**config.mk**
```make
export PLATFORM = sky130hd
export DESIGN_NAME = output_display
export DESIGN_NICKNAME = d
export VERILOG_FILES = /design/src/rtl/output_display.sv
export SDC_FILE = /design/constraint.sdc
export NUM_CORES = 1
export LEC_CHECK = 0
export CAP_MARGIN = 20
export CORE_MARGIN = 2
export CORE_UTILIZATION = 40
export DETAILED_ROUTE_END_ITERATION = 16
export SYNTH_ARGS = -nofsm -noshare
export SYNTH_HDL_FRONTEND = slang
export SYNTH_SLANG_ARGS = --single-unit
```
**constraint.sdc**
```tcl
create_clock -name clk -period 4.97 [get_ports clk]
set_clock_uncertainty 0.05 [all_clocks]
set_input_delay 0.994 -clock clk [delete_from_list [all_inputs] [get_ports clk]]
set_output_delay 0.994 -clock clk [all_outputs]
set_load 0.005 [all_outputs]
```
**src/rtl/output_display.sv**
```systemverilog
// Output register stage: latches the CPU bus on OUT_EN, converts it to decimal with a
// sequential double-dabble engine and multiplexes sign/hundreds/tens/units onto a 4-digit 7-seg display.
module output_display #(
    parameter int unsigned REFRESH_DIV    = 50000,
    parameter bit          SEG_ACTIVE_LOW = 1'b1
) (
    input  logic       clk,
    input  logic       rst,
    input  logic [7:0] bus,
    input  logic       out_en,
    input  logic       signed_mode,
    output logic [7:0] out_value,
    output logic       busy,
    output logic [6:0] seg,
    output logic [3:0] an
);

    localparam int unsigned CNT_W     = (REFRESH_DIV > 2) ? $clog2(REFRESH_DIV) : 1;
    localparam int unsigned DD_W      = 20;
    localparam logic [3:0]  DIG_DASH  = 4'd10;
    localparam logic [3:0]  DIG_BLANK = 4'd15;

    typedef enum logic [1:0] {
        IDLE  = 2'd0,
        SHIFT = 2'd1,
        LOAD  = 2'd2
    } state_t;

    state_t           state;
    state_t           state_next;
    logic [2:0]       bit_cnt;
    logic [DD_W-1:0]  dd;
    logic             sign_r;
    logic [3:0][3:0]  dig;
    logic [CNT_W-1:0] refresh_cnt;
    logic [1:0]       idx;
    logic [1:0]       idx_next;
    logic             wrap;
    logic             cap_sign;

    // One double-dabble step on {bcd[11:0], mag[7:0]}: correct nibbles >= 5, then shift.
    function automatic logic [DD_W-1:0] dd_step(input logic [DD_W-1:0] v);
        logic [DD_W-1:0] a;
        a = v;
        if (a[19:16] >= 4'd5) a[19:16] = a[19:16] + 4'd3;
        if (a[15:12] >= 4'd5) a[15:12] = a[15:12] + 4'd3;
        if (a[11:8]  >= 4'd5) a[11:8]  = a[11:8]  + 4'd3;
        return {a[DD_W-2:0], 1'b0};
    endfunction

    function automatic logic [6:0] glyph(input logic [3:0] d);
        logic [6:0] g;
        case (d)
            4'd0:     g = 7'h3F;
            4'd1:     g = 7'h06;
            4'd2:     g = 7'h5B;
            4'd3:     g = 7'h4F;
            4'd4:     g = 7'h66;
            4'd5:     g = 7'h6D;
            4'd6:     g = 7'h7D;
            4'd7:     g = 7'h07;
            4'd8:     g = 7'h7F;
            4'd9:     g = 7'h6F;
            DIG_DASH: g = 7'h40;
            default:  g = 7'h00;
        endcase
        return SEG_ACTIVE_LOW ? ~g : g;
    endfunction

    assign cap_sign = signed_mode & bus[7];

    always_ff @(posedge clk or negedge rst) begin
        if (!rst) state <= IDLE;
        else      state <= state_next;
    end

    // A capture restarts the conversion from any state, so the newest value always wins.
    always_comb begin
        state_next = state;
        if (out_en) begin
            state_next = SHIFT;
        end else begin
            case (state)
                SHIFT:   if (bit_cnt == 3'd7) state_next = LOAD;
                LOAD:    state_next = IDLE;
                default: state_next = state;
            endcase
        end
    end

    always_ff @(posedge clk or negedge rst) begin
        if (!rst) begin
            out_value <= 8'd0;
            busy      <= 1'b0;
            sign_r    <= 1'b0;
            bit_cnt   <= 3'd0;
            dd        <= '0;
            dig       <= {DIG_BLANK, DIG_BLANK, DIG_BLANK, 4'd0};
        end else if (out_en) begin
            out_value <= bus;
            busy      <= 1'b1;
            sign_r    <= cap_sign;
            bit_cnt   <= 3'd0;
            dd        <= {12'd0, cap_sign ? 8'(~bus + 8'd1) : bus};
        end else begin
            case (state)
                SHIFT: begin
                    dd      <= dd_step(dd);
                    bit_cnt <= bit_cnt + 3'd1;
                end
                LOAD: begin
                    busy   <= 1'b0;
                    dig[3] <= sign_r ? DIG_DASH : DIG_BLANK;
                    dig[2] <= (dd[19:16] == 4'd0) ? DIG_BLANK : dd[19:16];
                    dig[1] <= (dd[19:16] == 4'd0 && dd[15:12] == 4'd0) ? DIG_BLANK : dd[15:12];
                    dig[0] <= dd[11:8];
                end
                default: ;
            endcase
        end
    end

    // Refresh mux: an and seg are registered from the same next index so they switch together.
    assign wrap     = (refresh_cnt == CNT_W'(REFRESH_DIV - 1));
    assign idx_next = wrap ? idx + 2'd1 : idx;

    always_ff @(posedge clk or negedge rst) begin
        if (!rst) begin
            refresh_cnt <= '0;
            idx         <= 2'd0;
            an          <= 4'b1110;
            seg         <= glyph(4'd0);
        end else begin
            refresh_cnt <= wrap ? '0 : refresh_cnt + CNT_W'(1);
            idx         <= idx_next;
            an          <= ~(4'b0001 << idx_next);
            seg         <= glyph(dig[idx_next]);
        end
    end

endmodule

```
# Word-level counts from Yosys, hierarchy flattened
# Memories as Yosys holds them, arrays and structs flattened.
# Cells that the tools add are included.
# word_totals
reg_bits	80
romBits	112
output_inout_bits	20
memories	1
# op_classes
add_sub_neg	7
order_cmp	4
eq_ne	5
shifts	1
n_mux	20
bitwise_logic	5
reduce_logical	8
# mem_list
name	words	width	rd	rd_ports_with_merged_regs	write_ports	line	rtl
(no name shown)	16	7	1	0	0	53	case (d)
# op_table
cell	count
two-way mux 20 bit	2
two-way mux 4 bit	5
adder 16 x 1 -> 16 bit (second input constant)	1
== test 16 bit (second input constant)	1
two-way mux 16 bit	1
greater-or-equal comparator 4 x 3 -> 1 bit (second input constant)	3
two-way mux 3 bit	4
adder 4 x 2 -> 4 bit (second input constant)	2
adder 8 x 1 -> 8 bit (second input constant)	1
binary-select mux 4 bit (select 2 bit)	1
logical NOT 4 bit	2
two-way mux 8 bit	1
inverter 8 bit	1
inverter 7 bit	1
two-way mux 2 bit	3
inverter 4 bit	1
one-hot mux 2 bit (2 select lines)	1
AND reduction 2 bit	2
nonzero test 2 bit	2
<< shifter 1 x 2 -> 4 bit (first input constant)	1
adder 3 x 1 -> 3 bit (second input constant)	1
adder 3 x 2 -> 3 bit (second input constant)	1
== test 3 bit (second input constant)	1
less-than comparator 2 x 3 -> 1 bit (second input constant)	1
9 further kinds	10

# Logic depth before layout (Yosys ltp)
# Gate-level depths: netlist of run 1.
# An unclocked memory read counts as a cell.
# logic_depth
depth_word	6
depth_mapped	10
depth_no_buf	10

# Least setup slack after synthesis of run 1
# Ideal clock, no wire load.
# synth_timing
kind	register -> register
from	reg refresh_cnt[5]
to	reg seg[4]
setup_time_ps	82
arrival_time_ps	2648
path_slack_ps	2190
path_stages_with_launch	9
path_buffers	1
synth_period_minus_slack_ps	2780
path_cell_list	dfrtp_1 -> or4b_4 -> nor4_4 -> buf_2 -> mux2i_1 -> o211ai_1 -> ha_1 -> mux2_4 -> a22oi_2
# synth_via
elab_chain_cells	6
# synth_rtl
item	line	rtl
start: declaration	35	logic [CNT_W-1:0] refresh_cnt;
start signal: assignment	134	refresh_cnt <= wrap ? '0 : refresh_cnt + CNT_W'(1);
== test 16 bit	124	assign wrap = (refresh_cnt == CNT_W'(REFRESH_DIV - 1));
two-way mux 2 bit	125	assign idx_next = wrap ? idx + 2'd1 : idx;
binary-select mux 4 bit (select 2 bit)	137	seg <= glyph(dig[idx_next]);
two-way mux 4 bit (implied by the code)	137	
memory read (16 x 7 bit)	--	
inverter 7 bit	67	return SEG_ACTIVE_LOW ? ~g : g;
end signal: assignment	132	seg <= glyph(4'd0);
end signal: assignment	137	
end: declaration	14	output logic [6:0] seg,
# Every way passes these cells. The select of a mux whose other input is x is not followed.
# A chain may end at the register's enable or synchronous reset.

# Final worst setup path of run 1
# layout_timing
from	reg refresh_cnt[7]
to	reg seg[5]
# Same word-level chain as after synthesis.

==> impl_metrics.json, run 1 <==
{
  "cts_made_buffers": 9,
  "yosysWarnings": 0,
  "yosys_most_used_dff": "dfrtp_1",
  "cp_data_required_time_ns": 5.19,
  "switching_share_pct": 22.9,
  "place_area_um2": 4400,
  "p_int_w": 0.000998,
  "criticalPathCategory": "reg2reg",
  "die_area_um2": 10700,
  "post_drt_via_cell_ratio": 5.06,
  "drv_slew": 0,
  "slowest_stage": "nor4_4",
  "cp_cell_sequence": "or4b_4, nor4_4, mux2i_1, a211oi_2, inv_1, ha_1, inv_1, mux2i_1, a21oi_1",
  "tightest_slew_ns": 0.964,
  "ys_seq_elements": 77,
  "ctsHoldBuffers": 0,
  "drt_wl_total_mm": 7.25,
  "synth_nets": 415,
  "drive_gt1_share_pct": 12.1,
  "firstDrtPassIters": 4,
  "cp-end-kind": "flop",
  "startpoint": "refresh_cnt[7]",
  "p_total_w": 0.00129,
  "grt_pass1_wl_mm": 13.0,
  "post-dp-hpwl_mm": 4.99,
  "multi_input_comb_area_um2": 1890,
  "rr_worst_depth": 9,
  "r2r-end": "seg[5]",
  "yosysSeqAreaShare_pct": 48.9,
  "crit_end": "seg[5]",
  "syn_to_final_growth_pct": 16.5,
  "die_w_um": 104,
  "h-tree-depth": 3,
  "finalHoldViolCount": 0,
  "worst_ir_drop_vdd_mv": 0.187,
  "p_clk_share_pct": 40.6,
  "gp_congestion": 0.793,
  "rr_startpoint": "refresh_cnt[7]",
  "async_flop_share_pct": 100,
  "path_max_fanout": 16,
  "fin_util_pct": 47.8,
  "arrival_ns": 3.48,
  "syn_area_um2": 3970,
  "grt.total_usage_pct": 14.6,
  "p_seq_share_pct": 51.7,
  "min_path_type": "reg2reg",
  "cap_violations": 0,
  "fin_crit_ns": 3.26,
  "finalNonFillerCells": 555,
  "io-pin-count": 32,
  "io_buffers": 31,
  "seqCellArea_um2": 1940,
  "fin_crit_sh_pct": 65.5,
  "relSlewSlack_pct": 35.7,
  "clk_latency_ns": 0.34,
  "critPathMaxStageDelay_ns": 0.80,
  "initial_core_util_pct": 41.0,
  "fin_area_um2": 4630,
  "drc": 0,
  "ant_nets": 0,
  "synth-edff-count": 0,
  "gr-total-overflow": 0,
  "vias": 2807,
  "ys_types": 49,
  "post_synth.cell_area_avg_um2": 10.3,
  "row_count": 36,
  "finalSetupViolations": 0,
  "post_cts_buffers": 0,
  "root_buffer": "clkbuf_8",
  "antenna_found_initial": 0,
  "timing.setup.tns_ns": 0,
  "fin_nets": 445,
  "synth_top_area_cell": "dfrtp_1",
  "status": "complete, no violations",
  "max_clock_freq_mhz": 307,
  "netlist_instances": 387,
  "grt_pass1_vias": 2833,
  "ctsResizeCount": 0,
  "core_um2": 9680,
  "power-per-cell-area_nw_per_um2": 280,
  "yosys.area.top_type_share_pct": 40.3,
  "n_antenna_cell": 0,
  "power_frac_comb_pct": 7.6,
  "synth_area_leaders": "dfrtp_1 (40%), dfstp_2 (8.6%), ha_1 (5.0%)",
  "path_clk_slew_ns": 0.08,
  "p_sw_w": 0.000297,
  "wl_per_cell_um": 13.1,
  "clkSinkCount": 77,
  "dpl.cell_count": 539,
  "rsz0062_at_grt": "no",
  "cts_tree": "yes",
  "clk_path_buf_depth": 2,
  "die_h_um": 104,
  "regToRegSetupSlack_ns": 1.71,
  "drt_iter0_drc": 87,
  "p_leak_nw": 2.02,
  "grt_max_degree": 78,
  "nFillCells": 901,
  "start_kind": "flop"
}
==> cell type report <==
class                   count  share of cell area, %
repair buffers             34                   7.14
clock inverters             6                   1.87
clock buffers              10                   2.98
inverters                  19                   1.54
well taps                 133                   3.60
multi-input cells         276                   40.9
flip-flops and latches     77                   42.0
==> worst min-delay path by stage <==
| stage | from | endpoint | slack, ns | depth (start not counted) |
|---|---|---|---|---|
| after floorplan | sign_r | dig[12] | 0.33 | 1 |
| after global placement | sign_r | dig[12] | 0.35 | 1 |
| after detailed placement | sign_r | dig[12] | 0.35 | 1 |
| after CTS | sign_r | dig[12] | 0.36 | 1 |
| after global routing | sign_r | dig[12] | 0.39 | 1 |
| final | sign_r | dig[12] | 0.36 | 1 |
==> state kept, by name, summed over array words and instances (netlist names), 2 cells and up <==
| register | cells |
|---|---|
| out_value | 8 |
| state | 2 |
| bit_cnt | 3 |
| refresh_cnt | 16 |
| dd | 20 |
| dig | 13 |
| idx | 2 |
| an | 4 |
| seg | 7 |
==> cell families after synthesis <==
logic type / synth area share [%]
DFF: 48.9
adders and majority gates: 5.04
and+or+nand+nor: 16.3
xor gates and xnor gates: 5.73
AOI/OAI and AO/OA: 11.7
muxes: 8.85
buffers and inverters: 3.47
==> cell usage after synthesis (2+ instances only) <==
master and number:
nand4_1 3, mux2_2 13, dfstp_2 13, o41ai_1 2, nor4bb_1 2, nor2b_1 6
o22a_1 6, nand3_1 13, o21ai_0 19, o211ai_1 2, dfrtp_1 64, xor2_1 14
clkbuf_1 11, a31oi_1 3, a21oi_1 24, a21o_1 2, o32ai_1 2, inv_1 19
ha_1 16, a211oi_1 3, and3_1 2, and2_1 2, nor2_1 30, nor3b_1 2
xnor2_1 12, buf_2 2, mux2i_1 19, nand2b_1 13, nor3_1 6, nand2_1 43
==> power by group through the flow <==
| stage | clock network (W) | logic, W | registers, W |
|---|---|---|---|
| 2_1_floorplan | 0 | 0.0000540 | 0.000678 |
| 3_3_place_gp | 0 | 0.0000991 | 0.000681 |
| 3_5_place_dp | 0 | 0.000100 | 0.000682 |
| 4_1_cts | 0.000549 | 0.000101 | 0.000670 |
| 5_1_grt | 0.000569 | 0.000113 | 0.000675 |
| 6_report | 0.000526 | 0.0000988 | 0.000670 |
==> critical path, delay by kind of cell (launching register included) <==
kind,cells,cell delay (ns)
AOI/OAI and AO/OA,2,0.61
adders and majority gates,1,0.25
buffers and inverters,2,0.22
DFF,1,0.44
muxes,2,0.25
and+or+nand+nor,2,1.36
==> per-layer routing <==
layer	track usage (%)	share of wire [%]
met1	19.1	48
met3	3.52	3.3
met4	5.21	2.0
met2	23.7	47
met5	0	0
==> cells in the final DEF, fill, tap and decap left out, types with 3 or more instances in the layout <==
cell,synthesis,final
o21ai_0,19,19
nor2_1,30,30
nand4_1,3,3
a21oi_1,24,24
buf_4,0,4
o22a_1,6,6
nand3_1,13,13
xor2_1,14,14
nand2b_1,13,13
clkdlybuf4s50_1,0,30
a211oi_1,3,3
mux2_2,13,13
a31oi_1,3,3
inv_1,19,19
clkbuf_8,0,10
dfrtp_1,64,64
xnor2_1,12,12
nand2_1,43,43
nor2b_1,6,6
dfstp_2,13,13
ha_1,16,16
nor3_1,6,6
mux2i_1,19,19
==> per-stage QoR <==
step                worst slack (ns)  hold WS, ns
floorplan                       2.19        0.333
global placement                1.80        0.347
detailed placement              1.68        0.351
CTS                             1.67        0.363
global route                    1.42        0.392
finish                          1.71        0.358
Power figures use the tool's default switching activity.
==> run 2: changes to the inputs <==
clock period = 2.9 ns   (was 4.97 ns; I/O delays follow)
==> impl_metrics.json, run 2 (same netlist as run 1, synthesis figures left out) <==
{
  "nFillCells": 905,
  "clk_path_buf_depth": 2,
  "path_clk_slew_ns": 0.09,
  "path_max_fanout": 7,
  "cp_cell_sequence": "or4bb_4, nor4_4, buf_4, mux2_2, a211o_1, buf_4, xor2_1, a2bb2oi_1",
  "layout_common_cells": "dfrtp_1 (64), nand2_1 (43), nor2_1 (30), clkdlybuf4s50_1 (30), a21oi_1 (24)",
  "finalNonFillerCells": 570,
  "worst_ir_drop_vdd_mv": 0.368,
  "ctsHoldBuffers": 0,
  "drt_iter0_drc": 79,
  "grt_pass1_vias": 2898,
  "post-dp-hpwl_mm": 5.17,
  "tightest_slew_ns": 0.968,
  "status": "complete, no violations",
  "io_buffers": 31,
  "antenna_found_initial": 0,
  "io-pin-count": 32,
  "critPathMaxStageDelay_ns": 0.52,
  "die_area_um2": 10700,
  "grt.total_usage_pct": 15.0,
  "power-per-cell-area_nw_per_um2": 473,
  "largest_register_ffs": 20,
  "slowest_stage": "or4bb_4",
  "timing.setup.tns_ns": 0,
  "cts_tree": "yes",
  "die_w_um": 104,
  "wl_per_cell_um": 13.1,
  "syn_to_final_growth_pct": 19.8,
  "start_kind": "flop",
  "ant_nets": 0,
  "cp_num_buf_inv": 2,
  "drive_gt1_share_pct": 15.6,
  "grt_max_degree": 78,
  "top_register": "dd",
  "gr-total-overflow": 0,
  "relSlewSlack_pct": 35.5,
  "clkSinkCount": 77,
  "fin_crit_ns": 2.77,
  "cp-end-kind": "flop",
  "cts_made_buffers": 9,
  "core_um2": 9680,
  "fin_nets": 460,
  "crit_top_cell": "buf_4",
  "n_antenna_cell": 0,
  "drv_slew": 0,
  "root_buffer": "clkbuf_8",
  "gp_congestion": 0.818,
  "vias": 2846,
  "die_h_um": 104,
  "finalHoldViolCount": 0,
  "post_drt_via_cell_ratio": 4.99,
  "min_path_type": "in2async",
  "drc": 0,
  "crit_family": "simple AND/OR/NAND/NOR gates",
  "finalSetupViolations": 0,
  "row_count": 36,
  "fin_crit_sh_pct": 95.4,
  "grt_pass1_wl_mm": 13.4,
  "firstDrtPassIters": 4,
  "p_leak_nw": 2.10,
  "final_common_cell": "dfrtp_1",
  "dpl.cell_count": 548,
  "cap_violations": 0,
  "h-tree-depth": 3,
  "arrival_ns": 2.99,
  "initial_core_util_pct": 41.0,
  "clk_latency_ns": 0.35,
  "max_clock_freq_mhz": 361,
  "criticalPathCategory": "reg2reg",
  "reg_top3": "dd: 20 flops, refresh_cnt: 16 flops, dig: 13 flops",
  "drt_wl_total_mm": 7.50,
  "cp_data_required_time_ns": 3.12
}
==> run 2: where the power goes <==
part | total (W) | switching (W) | internal (W) | leakage (nW)
logic | 0.000171 | 0.0000862 | 0.0000847 | 1.02
registers | 0.00115 | 0.0000275 | 0.00112 | 0.969
clock network | 0.000929 | 0.000396 | 0.000533 | 0.120
==> run 2: metrics by stage <==
stage / util (%) / power, W / setup slack, ns / hold WS (ns) / instance area, um2
finish: 49.1 / 0.00225 / 0.133 / 0.314 / 4760
global route: 49.1 / 0.00236 / -0.0370 / 0.376 / 4760
CTS: 48.7 / 0.00229 / 0.0925 / 0.352 / 4720
detailed placement: 46.1 / 0.00134 / 0.00981 / 0.347 / 4470
global placement: 46.1 / 0.00134 / 0.113 / 0.342 / 4470
floorplan: - / 0.00126 / 0.120 / 0.234 / 3970
==> run 2: layout make-up <==
class | instances | area [um2] | share of cell area, %
clock buffer | 11 | 151 | 3.18
clock inverter | 5 | 82.6 | 1.74
inverter | 19 | 71.3 | 1.50
tap | 133 | 166 | 3.50
sequential | 77 | 1940 | 40.8
timing repair buffer | 49 | 443 | 9.31
multi-input combinational | 276 | 1900 | 39.9
==> run 2: final timing paths <==
kind,from,end,slack [ns],cells after the start
worst min-delay path,rst,refresh_cnt[9],0.31,1
worst min register to register,sign_r,dig[12],0.35,1
worst max register to register,refresh_cnt[8],seg[6],0.13,8
max in group asynchronous,rst,dd[0],1.84,1
min in group clk,sign_r,dig[12],0.35,1
worst max-delay path,refresh_cnt[8],seg[6],0.13,8
==> run 2: what timing repair did <==
| item | 4_1_cts | 5_1_grt |
|---|---|---|
| setup buffers | 2 | 4 |
| gates cloned | 0 | 0 |
| gates resized for setup | 0 | 2 |
| endpoints found under the setup margin | 2 | 5 |
| pin swaps | 1 | 0 |
| endpoints found under the hold margin | 0 | 0 |
==> run 2: per-layer routing <==
metal	global-route usage, %	vias up	share of wire (%)
li1	-	1428	-
met1	19.1	1365	47
met2	24.6	43	48
met3	3.52	10	2.9
met4	6.08	0	1.7
met5	0	-	0
